[src/rtl/lifo_rev_pkg.sv]
// rtl/lifo_rev_pkg.sv - shared types and constants for the LIFO packet reverser
//
// Purpose: FSM state encoding and the width of the optional statistics counters.
// Ports:   none (package)
package lifo_rev_pkg;

  typedef enum logic {ST_FILL, ST_DRAIN} rev_state_t;

  localparam int STAT_W = 16;

endpackage

[src/rtl/lifo_rev_mem.sv]
// rtl/lifo_rev_mem.sv - DEPTH x DW register array backing the LIFO stack
//
// Purpose: storage for the stack; synchronous write port, combinational read port.
// Ports:
//   clk    in   clock, rising edge
//   we     in   write enable
//   waddr  in   write index
//   wdata  in   write data
//   raddr  in   read index
//   rdata  out  read data (combinational)
module lifo_rev_mem #(
  parameter int DW    = 8,
  parameter int DEPTH = 16,
  parameter int IW    = (DEPTH > 1) ? $clog2(DEPTH) : 1
) (
  input  logic          clk,
  input  logic          we,
  input  logic [IW-1:0] waddr,
  input  logic [DW-1:0] wdata,
  input  logic [IW-1:0] raddr,
  output logic [DW-1:0] rdata
);

  logic [DW-1:0] mem [DEPTH];

  // Contents are deliberately not reset; the stack pointer defines validity.
  always_ff @(posedge clk) begin
    if (we) begin
      mem[waddr] <= wdata;
    end
  end

  assign rdata = mem[raddr];

endmodule

[src/rtl/lifo_packet_reverser.sv]
// rtl/lifo_packet_reverser.sv - stores one packet on a stack and replays it reversed
//
// Purpose: accepts a packet on the s_* valid/ready input, pushes each beat onto a
//   stack, then pops it out on the m_* valid/ready output in reverse order.
//   Beats beyond DEPTH are dropped and flagged on trunc for that packet.
// Optional feature: define LIFO_REV_STATS_EN to add pkt_cnt and drop_cnt outputs.
// Ports:
//   clk, rst               clock (rising edge), asynchronous active-high reset
//   s_valid/s_ready        input handshake (s_ready high only while filling)
//   s_data, s_last         input beat and end-of-packet marker
//   m_valid/m_ready        output handshake (m_valid high only while draining)
//   m_data, m_last         output beat (top of stack), final reversed beat
//   trunc                  current packet lost beats to overflow
//   pkt_cnt, drop_cnt      (LIFO_REV_STATS_EN only) packets drained, beats dropped
module lifo_packet_reverser
  import lifo_rev_pkg::*;
#(
  parameter int DW    = 8,
  parameter int DEPTH = 16,
  parameter int AW    = $clog2(DEPTH) + 1
) (
  input  logic              clk,
  input  logic              rst,
  input  logic              s_valid,
  output logic              s_ready,
  input  logic [DW-1:0]     s_data,
  input  logic              s_last,
  output logic              m_valid,
  input  logic              m_ready,
  output logic [DW-1:0]     m_data,
  output logic              m_last,
  output logic              trunc
`ifdef LIFO_REV_STATS_EN
  ,
  output logic [STAT_W-1:0] pkt_cnt,
  output logic [STAT_W-1:0] drop_cnt
`endif
);

  localparam int            IW      = (DEPTH > 1) ? $clog2(DEPTH) : 1;
  localparam logic [AW-1:0] SP_FULL = AW'(DEPTH);
  localparam logic [AW-1:0] SP_ONE  = AW'(1);

  rev_state_t    state, state_next;
  logic [AW-1:0] sp;
  logic          full, in_fire, out_fire, store, drop, pop_last;
  logic [IW-1:0] waddr, raddr;

  // Handshakes are derived from state directly rather than from s_ready/m_valid
  // so the FSM output block has no combinational feedback on itself.
  assign full     = (sp == SP_FULL);
  assign in_fire  = s_valid && (state == ST_FILL);
  assign out_fire = m_ready && (state == ST_DRAIN);
  assign store    = in_fire && !full;
  assign drop     = in_fire && full;
  assign pop_last = out_fire && (sp == SP_ONE);

  assign waddr = IW'(sp);
  assign raddr = IW'(sp - SP_ONE);

  lifo_rev_mem #(
    .DW    (DW),
    .DEPTH (DEPTH),
    .IW    (IW)
  ) u_mem (
    .clk   (clk),
    .we    (store),
    .waddr (waddr),
    .wdata (s_data),
    .raddr (raddr),
    .rdata (m_data)
  );

  always_ff @(posedge clk or posedge rst) begin
    if (rst) begin
      state <= ST_FILL;
    end else begin
      state <= state_next;
    end
  end

  always_comb begin
    state_next = state;
    s_ready    = 1'b0;
    m_valid    = 1'b0;
    m_last     = 1'b0;
    case (state)
      ST_FILL: begin
        s_ready = 1'b1;
        // A dropped final beat still ends the packet.
        if (s_valid && s_last) begin
          state_next = ST_DRAIN;
        end
      end
      ST_DRAIN: begin
        m_valid = 1'b1;
        m_last  = (sp == SP_ONE);
        if (m_ready && (sp == SP_ONE)) begin
          state_next = ST_FILL;
        end
      end
      default: state_next = ST_FILL;
    endcase
  end

  always_ff @(posedge clk or posedge rst) begin
    if (rst) begin
      sp    <= '0;
      trunc <= 1'b0;
    end else begin
      if (store) begin
        sp <= sp + SP_ONE;
      end else if (out_fire) begin
        sp <= sp - SP_ONE;
      end
      // trunc describes the packet being drained, so it clears with its final pop.
      if (drop) begin
        trunc <= 1'b1;
      end else if (pop_last) begin
        trunc <= 1'b0;
      end
    end
  end

`ifdef LIFO_REV_STATS_EN
  always_ff @(posedge clk or posedge rst) begin
    if (rst) begin
      pkt_cnt  <= '0;
      drop_cnt <= '0;
    end else begin
      if (pop_last) begin
        pkt_cnt <= pkt_cnt + STAT_W'(1);
      end
      if (drop && (drop_cnt != {STAT_W{1'b1}})) begin
        drop_cnt <= drop_cnt + STAT_W'(1);
      end
    end
  end
`endif

endmodule

[config.mk]
export PLATFORM = sky130hd
export DESIGN_NAME = lifo_packet_reverser
export DESIGN_NICKNAME = d
export VERILOG_FILES = /design/src/rtl/lifo_rev_pkg.sv /design/src/rtl/lifo_rev_mem.sv /design/src/rtl/lifo_packet_reverser.sv
export SDC_FILE = /design/constraint.sdc
export NUM_CORES = 1
export LEC_CHECK = 0
export BUFFER_PORTS_ARGS = -buffer_cell sky130_fd_sc_hd__buf_4
export CAP_MARGIN = 15
export CORE_ASPECT_RATIO = 1.25
export CORE_MARGIN = 2
export CORE_UTILIZATION = 45
export CTS_BUF_LIST = sky130_fd_sc_hd__clkbuf_8
export DETAILED_ROUTE_END_ITERATION = 16
export PLACE_DENSITY = 0.67
export REMOVE_ABC_BUFFERS = 1
export SLEW_MARGIN = 0
export SYNTH_ARGS = -nofsm -noshare
export SYNTH_HDL_FRONTEND = slang
export SYNTH_SLANG_ARGS = --single-unit
export TNS_END_PERCENT = 100
[constraint.sdc]
create_clock -name clk -period 2.4 [get_ports clk]
set_input_delay 0.24 -clock clk [delete_from_list [all_inputs] [get_ports clk]]
set_output_delay 0.24 -clock clk [all_outputs]
set_load 0.02 [all_outputs]
==> reports/summary.txt, run 1 <==
RSZ-0062 raised after global routing: true
FF-to-FF path depth: 8
most frequent cells in the layout: edfxtp_1, buf_4, mux4_2, clkbuf_8, nor2_1
CP Class: reg -> out
worst hold slack: 0.06183 ns
violated checks: negative setup slack
crit path launch type: flip-flop
Hold EP: state
Setup Skew: 0.007910 ns
Synth Warn #: 0
Port Buffers: 24
DR pass1 iterations: 5
Slowest-stage cell, CP: mux4_1
P&R area growth vs syn: 19.54%
setup slack at placement: 0.1047 ns
drt initial violations: 193
DRT antenna net count: 0
DRC viols: 0
FMAX: 389.3 MHz
vias in the first global route: 2,991
VDD IR max: 916.9 µV
Switch Pwr: 0.002817 W
routed via count: 2,804
full die area: 0.01331 mm²
Final setup viols: 8
biggest cell delay along the critical path: 0.53 ns
die height: 128.5 µm
buffers from clock root to sink, at most: 2
critical-path cell list: buf_4, buf_12, buf_12, mux4_1, mux2i_1, a21oi_1, buf_4
Final HPWL DP: 6897 µm
via/cell ratio: 5.321
Seq/Total Area, Yosys: 0.7205
Worst slew margin: 0.6190
sw frac: 0.3325
initial antenna violation count: 0
WP buf/inv: 4
crit-path max FO: 7
Starting Density: 0.4608
Clock power frac: 0.209
largest net degree at the start of global routing: 20
outcome: finished, violations left
total gr overflow: 0
CP endpoint kind: primary output
final core utilization: 0.5508
mean post-synth cell area: 19.92 µm²
r2r endpoint: u_mem.mem[2][7]
CTS clock-pin slew for the worst setup and hold paths: 0.07 ns
sequential share of power: 0.326
# diodes: 0
Total Routing Usage GR: 0.1709
layout cells sized above 1: 0.3416
WL final: 10,650 µm
fin nets: 369
period utilisation layout: 1.070
max-cap viol count: 0
Pwr per Cell Area: 1271 mW/mm²
drt wl/cell: 20.22 µm
routability congestion estimate: 0.7853
Required @ worst endpoint: 2.16 ns
internal power: 0.005655 W
die width: 103.6 µm
Comb power frac: 0.465
global-route wire length before repair: 16,570 µm
Distinct cells, synth: 38
total power: 0.008472 W
flop-to-flop setup slack: 0.20 ns
crit-path leading delay family: multiplexers
FFs w/ async S/R, synth: 0.05185
Syn Std Cell Area: 0.005578 mm²
top_reg_cell synth: edfxtp_1
CTS Sinks: 135
Final Max Tran Viols: 0
hold path start: s_last
Reg2Reg Launch Point: sp[0]
Static Leak: 2.290 nW
#FFs+latches synth: 135
Min-Delay Path Depth: 3
H-tree depth: 4
min-delay worst type: in -> reg
I/O pin cnt: 25
number of flops mapped to enable cells by yosys: 128
commonest non-fill, non-tap cell in the layout: edfxtp_1
CTS tree: done
Clk Tree Root Cell: clkbuf_8
Synth Instances: 280
Arr. time, crit path: 2.33 ns
clock latency on the worst-skew pair: 0.42 ns
Core Area: 0.01211 mm²
Std-Cell Rows: 45
setup ws final: -0.1685 ns
CTS buffer count: 17
post-layout min period: 2.568 ns
actual slew at the worst max-slew pin: 0.5716 ns
final-report hold violation count: 0
==> layer usage <==
metal	GRT usage	wire length, µm	share of wire
met1	0.2054	4364	0.41
met2	0.3027	5709	0.54
met3	0.04711	470	0.044
met4	0.05564	110	0.010
met5	0	0	0
==> worst min-delay path, delay by kind of cell <==
kind	cells	cell delay, ns
buffers and inverters	1	0.07
and+or+nand+nor	1	0.08
AOI/OAI and AO/OA	1	0.05
==> cells in the mapped netlist (2+ instances only) <==
library cell / instances / share of area
buf_6: 4 / 0.0081
ha_1: 5 / 0.011
mux2i_1: 9 / 0.016
nand2_1: 10 / 0.0067
mux4_1: 18 / 0.085
inv_1: 3 / 0.0020
edfxtp_1: 128 / 0.69
buf_2: 7 / 0.0063
xnor2_1: 2 / 0.0031
mux4_2: 14 / 0.057
nor3_1: 7 / 0.0063
a211oi_1: 8 / 0.011
a21oi_1: 9 / 0.0081
dfrtp_1: 7 / 0.031
nor2b_1: 9 / 0.010
nand2b_1: 3 / 0.0034
nor2_1: 16 / 0.011
==> registers in the layout, summed over array words and instances, names as in the netlist <==
| name | count |
|---|---|
| u_mem.mem | 128 |
| sp | 5 |
| state | 1 |
| trunc | 1 |
==> through the flow <==
stage / setup TNS, ns / area (µm²) / std cells
final: -1.080 / 6668 / 527
after global routing: -1.947 / 6668 / 527
after CTS: -1.331 / 6625 / 524
after detailed placement: 0 / 6093 / 482
after global placement: 0 / 6093 / 482
after floorplan: -108.14 / 5459 / 266
==> power by group through the flow <==
stage | Clock, W | Combinational (W) | Sequential [W]
5_1_grt | 0.00190 | 0.00420 | 0.00277
2_1_floorplan | 0 | 0.00194 | 0.00295
3_5_place_dp | 0 | 0.00343 | 0.00281
6_report | 0.00177 | 0.00394 | 0.00276
4_1_cts | 0.00181 | 0.00384 | 0.00276
3_3_place_gp | 0 | 0.00340 | 0.00280
==> cells by family (layout without fill, tap and decap cells) <==
logic type	Yosys count	in the layout	share of synthesized area
flops	135	135	0.7205
mux	41	41	0.1575
fa+ha+maj	5	5	0.01122
compound gates	25	25	0.03028
simple gates	51	51	0.04599
buf+inv	18	101	0.02400
xor+xnor	5	5	0.01055
==> worst max path at each step <==
stage                     startpoint   endpoint  slack (ns)  cells past startpoint
after global placement         sp[0]  m_data[0]        0.13                      8
after CTS                      sp[0]  m_data[4]       -0.18                      7
after detailed placement       sp[0]  m_data[5]        0.10                      8
after floorplan                sp[0]  m_data[6]       -1.27                      6
final                          sp[0]  m_data[1]       -0.17                      7
after global routing           sp[0]  m_data[1]       -0.27                      8
==> what timing repair did <==
action / 4_1_cts / 5_1_grt
setup endpoints to repair: 8 / 8
gates cloned: 1 / 1
hold buffers: 1 / 0
gates resized for setup: 13 / 7
buffers inserted: 9 / 2
endpoints found under the hold margin: 7 / 0
pin swaps: 1 / 1
==> layout make-up <==
| class | count | area, µm² |
|---|---|---|
| tap | 164 | 205.2 |
| clock buffer | 17 | 234.0 |
| fill | 924 | 5438 |
| sequential | 135 | 4020 |
| timing repair buffer | 66 | 593.1 |
| inverter | 4 | 15.01 |
| multi-input combinational | 127 | 1458 |
| clock inverter | 14 | 142.6 |
Power figures use the tool's default switching activity.
==> run 2, diff against run 1 <==
PLACE_DENSITY = 0.64   (was 0.67)
clock period = 2.5 ns   (was 2.4 ns; I/O delays follow)
==> run 2 against run 1 <==
- the flow still finishes with violations (negative setup slack)
- via count up 0.71%
- core utilization up 0.10 points
- register-to-register slack better by 0.17 ns
- design area up 0.19%
- sequential power down 3%
- setup slack better by 0.089 ns
- sequential share of layout area down 0.11 points
- cell count down 0.76%
- clock skew up 0.00052 ns
- first-iteration DRC count down 4.1%
- largest cell class unchanged
==> reports/summary.txt, run 2 (synthesis gave the netlist of run 1 again) <==
outcome: finished, violations left (unchanged)
violated checks: negative setup slack (unchanged)
buffers from clock root to sink, at most: 2 (unchanged)
Required @ worst endpoint: 2.25 ns (was 2.16 ns)
Starting Density: 0.4608 (unchanged)
Final Max Tran Viols: 0 (unchanged)
Biggest register: u_mem.mem (unchanged)
most frequent cells in the layout: edfxtp_1, buf_4, mux4_2, clkbuf_8, nor2_1 (unchanged)
Final HPWL DP: 6560 µm (was 6897 µm)
VDD IR max: 613.8 µV (was 916.9 µV)
Pwr per Cell Area: 1247 mW/mm² (was 1271 mW/mm²)
CTS tree: done (unchanged)
final instance area: 0.006680 mm² (was 0.006668 mm²)
full die area: 0.01331 mm² (unchanged)
Total Routing Usage GR: 0.1767 (was 0.1709)
largest net degree at the start of global routing: 17 (was 20)
Clk Tree Root Cell: clkbuf_8 (unchanged)
layout cells sized above 1: 0.3454 (was 0.3416)
vias in the first global route: 2,979 (was 2,991)
CP Class: reg -> out (unchanged)
sw frac: 0.3434 (was 0.3325)
DRC viols: 0 (unchanged)
commonest non-fill, non-tap cell in the layout: edfxtp_1 (unchanged)
Std-Cell Rows: 45 (unchanged)
die height: 128.5 µm (unchanged)
CTS clock-pin slew for the worst setup and hold paths: 0.08 ns (was 0.07 ns)
WL final: 10,910 µm (was 10,650 µm)
clock latency on the worst-skew pair: 0.43 ns (was 0.42 ns)
total gr overflow: 0 (unchanged)
actual slew at the worst max-slew pin: 0.6893 ns (was 0.5716 ns)
met3 global-route usage: 0.03951 (was 0.04711)
Clock power frac: 0.214 (was 0.209)
final core utilization: 0.5518 (was 0.5508)
final-report hold violation count: 0 (unchanged)
routed via count: 2,824 (was 2,804)
Static Leak: 2.280 nW (was 2.290 nW)
Port Buffers: 24 (unchanged)
drt initial violations: 185 (was 193)
met1 global-route usage: 0.2180 (was 0.2054)
setup ws final: -0.07952 ns (was -0.1685 ns)
routability congestion estimate: 0.7982 (was 0.7853)
Placed Area: 0.006058 mm² (was 0.006093 mm²)
# diodes: 0 (unchanged)
busiest grt layer: met2 (unchanged)
met2 Usage GRT: 0.3089 (was 0.3027)
internal power: 0.005470 W (was 0.005655 W)
DR pass1 iterations: 4 (was 5)
max reg flops: 128 (unchanged)
multi-input logic area: 0.001493 mm² (was 0.001458 mm²)
RSZ-0062 raised after global routing: true (unchanged)
Final setup viols: 8 (unchanged)
Switch Pwr: 0.002860 W (was 0.002817 W)
period utilisation layout: 1.032
H-tree depth: 4 (unchanged)
post-layout min period: 2.580 ns
P&R area growth vs syn: 19.76% (was 19.54%)
initial antenna violation count: 0 (unchanged)
I/O pin cnt: 25 (unchanged)
fill cell count: 919 (was 924)
die width: 103.6 µm (unchanged)
fin nets: 364 (was 369)
Arr. time, crit path: 2.33 ns (about the same)
Comb power frac: 0.466 (was 0.465)
min-delay worst type: in -> reg (unchanged)
global-route wire length before repair: 17,230 µm (was 16,570 µm)
CTS buffer count: 17 (unchanged)
setup slack at placement: 0.1403 ns (was 0.1047 ns)
Setup Skew: 0.008428 ns (was 0.007910 ns)
crit-path max FO: 14 (was 7)
crit path launch type: flip-flop (unchanged)
sequential share of power: 0.320 (was 0.326)
via/cell ratio: 5.400 (was 5.321)
drt wl/cell: 20.85 µm (was 20.22 µm)
max-cap viol count: 0 (unchanged)
CTS Sinks: 135 (unchanged)
Worst slew margin: 0.5404 (was 0.6190)
Core Area: 0.01211 mm² (unchanged)
sequential cell area: 0.004020 mm² (unchanged)
FMAX: 387.7 MHz
DRT antenna net count: 0 (unchanged)
CP endpoint kind: primary output (unchanged)
biggest registers after layout: u_mem.mem: 128 flops, sp: 5 flops (unchanged)
run 2: cell types whose count changed in the layout (fill, tap and decap cells not counted), moves of 2 or more:
cell      previous run  this run
mux4_2              21        19
buf_4               57        51
a211oi_2             5         8
mux4_1              11        13
a211oi_1             4         1
clkinv_4             0         2
run 2: timing repair:
action / CTS / global route
gates resized for setup: 27 / 7
gates cloned: 3 / 0
hold buffers: 1 / 0
endpoints found under the hold margin: 7 / 0
endpoints found under the setup margin: 8 / 8
pin swaps: 5 / 6
buffers inserted: 7 / 4
run 2: worst max-delay path: stages, from the launching register on:
cell and delay, ns:
dfrtp_2 0.43, inv_4 0.05, ha_4 0.29, buf_12 0.14, mux4_2 0.33, nor2b_1 0.16, a211oi_2 0.21, a21oi_1 0.08
buf_4 0.21
run 2: path summary, 6_finish.rpt:
| check | cells past startpoint | slack [ns] | from | end |
|---|---|---|---|---|
| min reg2reg | 2 | 0.53 | trunc | trunc |
| max | 8 | -0.08 | sp[0] | m_data[6] |
| min | 3 | 0.06 | s_last | state |
| min in group asynchronous | 3 | 0.32 | rst | sp[2] |
| max in group asynchronous | 3 | 1.93 | rst | sp[0] |
| max reg2reg | 9 | 0.37 | sp[0] | u_mem.mem[0][3] |
run 2: power groups by stage:
stage / combinational, W / clock [W] / sequential, W
floorplan: 0.00187 / 0 / 0.00283
global placement: 0.00314 / 0 / 0.00269
detailed placement: 0.00316 / 0 / 0.00270
CTS: 0.00402 / 0.00181 / 0.00266
global route: 0.00415 / 0.00191 / 0.00268
finish: 0.00388 / 0.00178 / 0.00267
run 2: final cells by class:
| class | count | share of cell area |
|---|---|---|
| clock inverter | 15 | 0.02416 |
| multi-input combinational | 127 | 0.2234 |
| clock buffer | 17 | 0.03503 |
| tap | 164 | 0.03072 |
| timing repair buffer | 61 | 0.08223 |
| sequential | 135 | 0.6018 |
| inverter | 4 | 0.002622 |
run 2: layer usage:
layer	up-vias	part of all wire
met3	15	0.026
met1	1477	0.43
met2	57	0.52
met4	0	0.016
li1	1275	-
met5	-	0
run 2: stage by stage:
step | std cells | TNS [ns] | hold WS [ns] | total power (W)
after CTS | 522 | -0.8377 | 0.04405 | 0.008495
after floorplan | 266 | -94.07 | 0.05340 | 0.004700
after detailed placement | 479 | 0 | 0.2211 | 0.005857
final | 523 | -0.3037 | 0.06337 | 0.008331
after global routing | 523 | -1.275 | 0.06791 | 0.008741
after global placement | 479 | 0 | 0.2167 | 0.005834
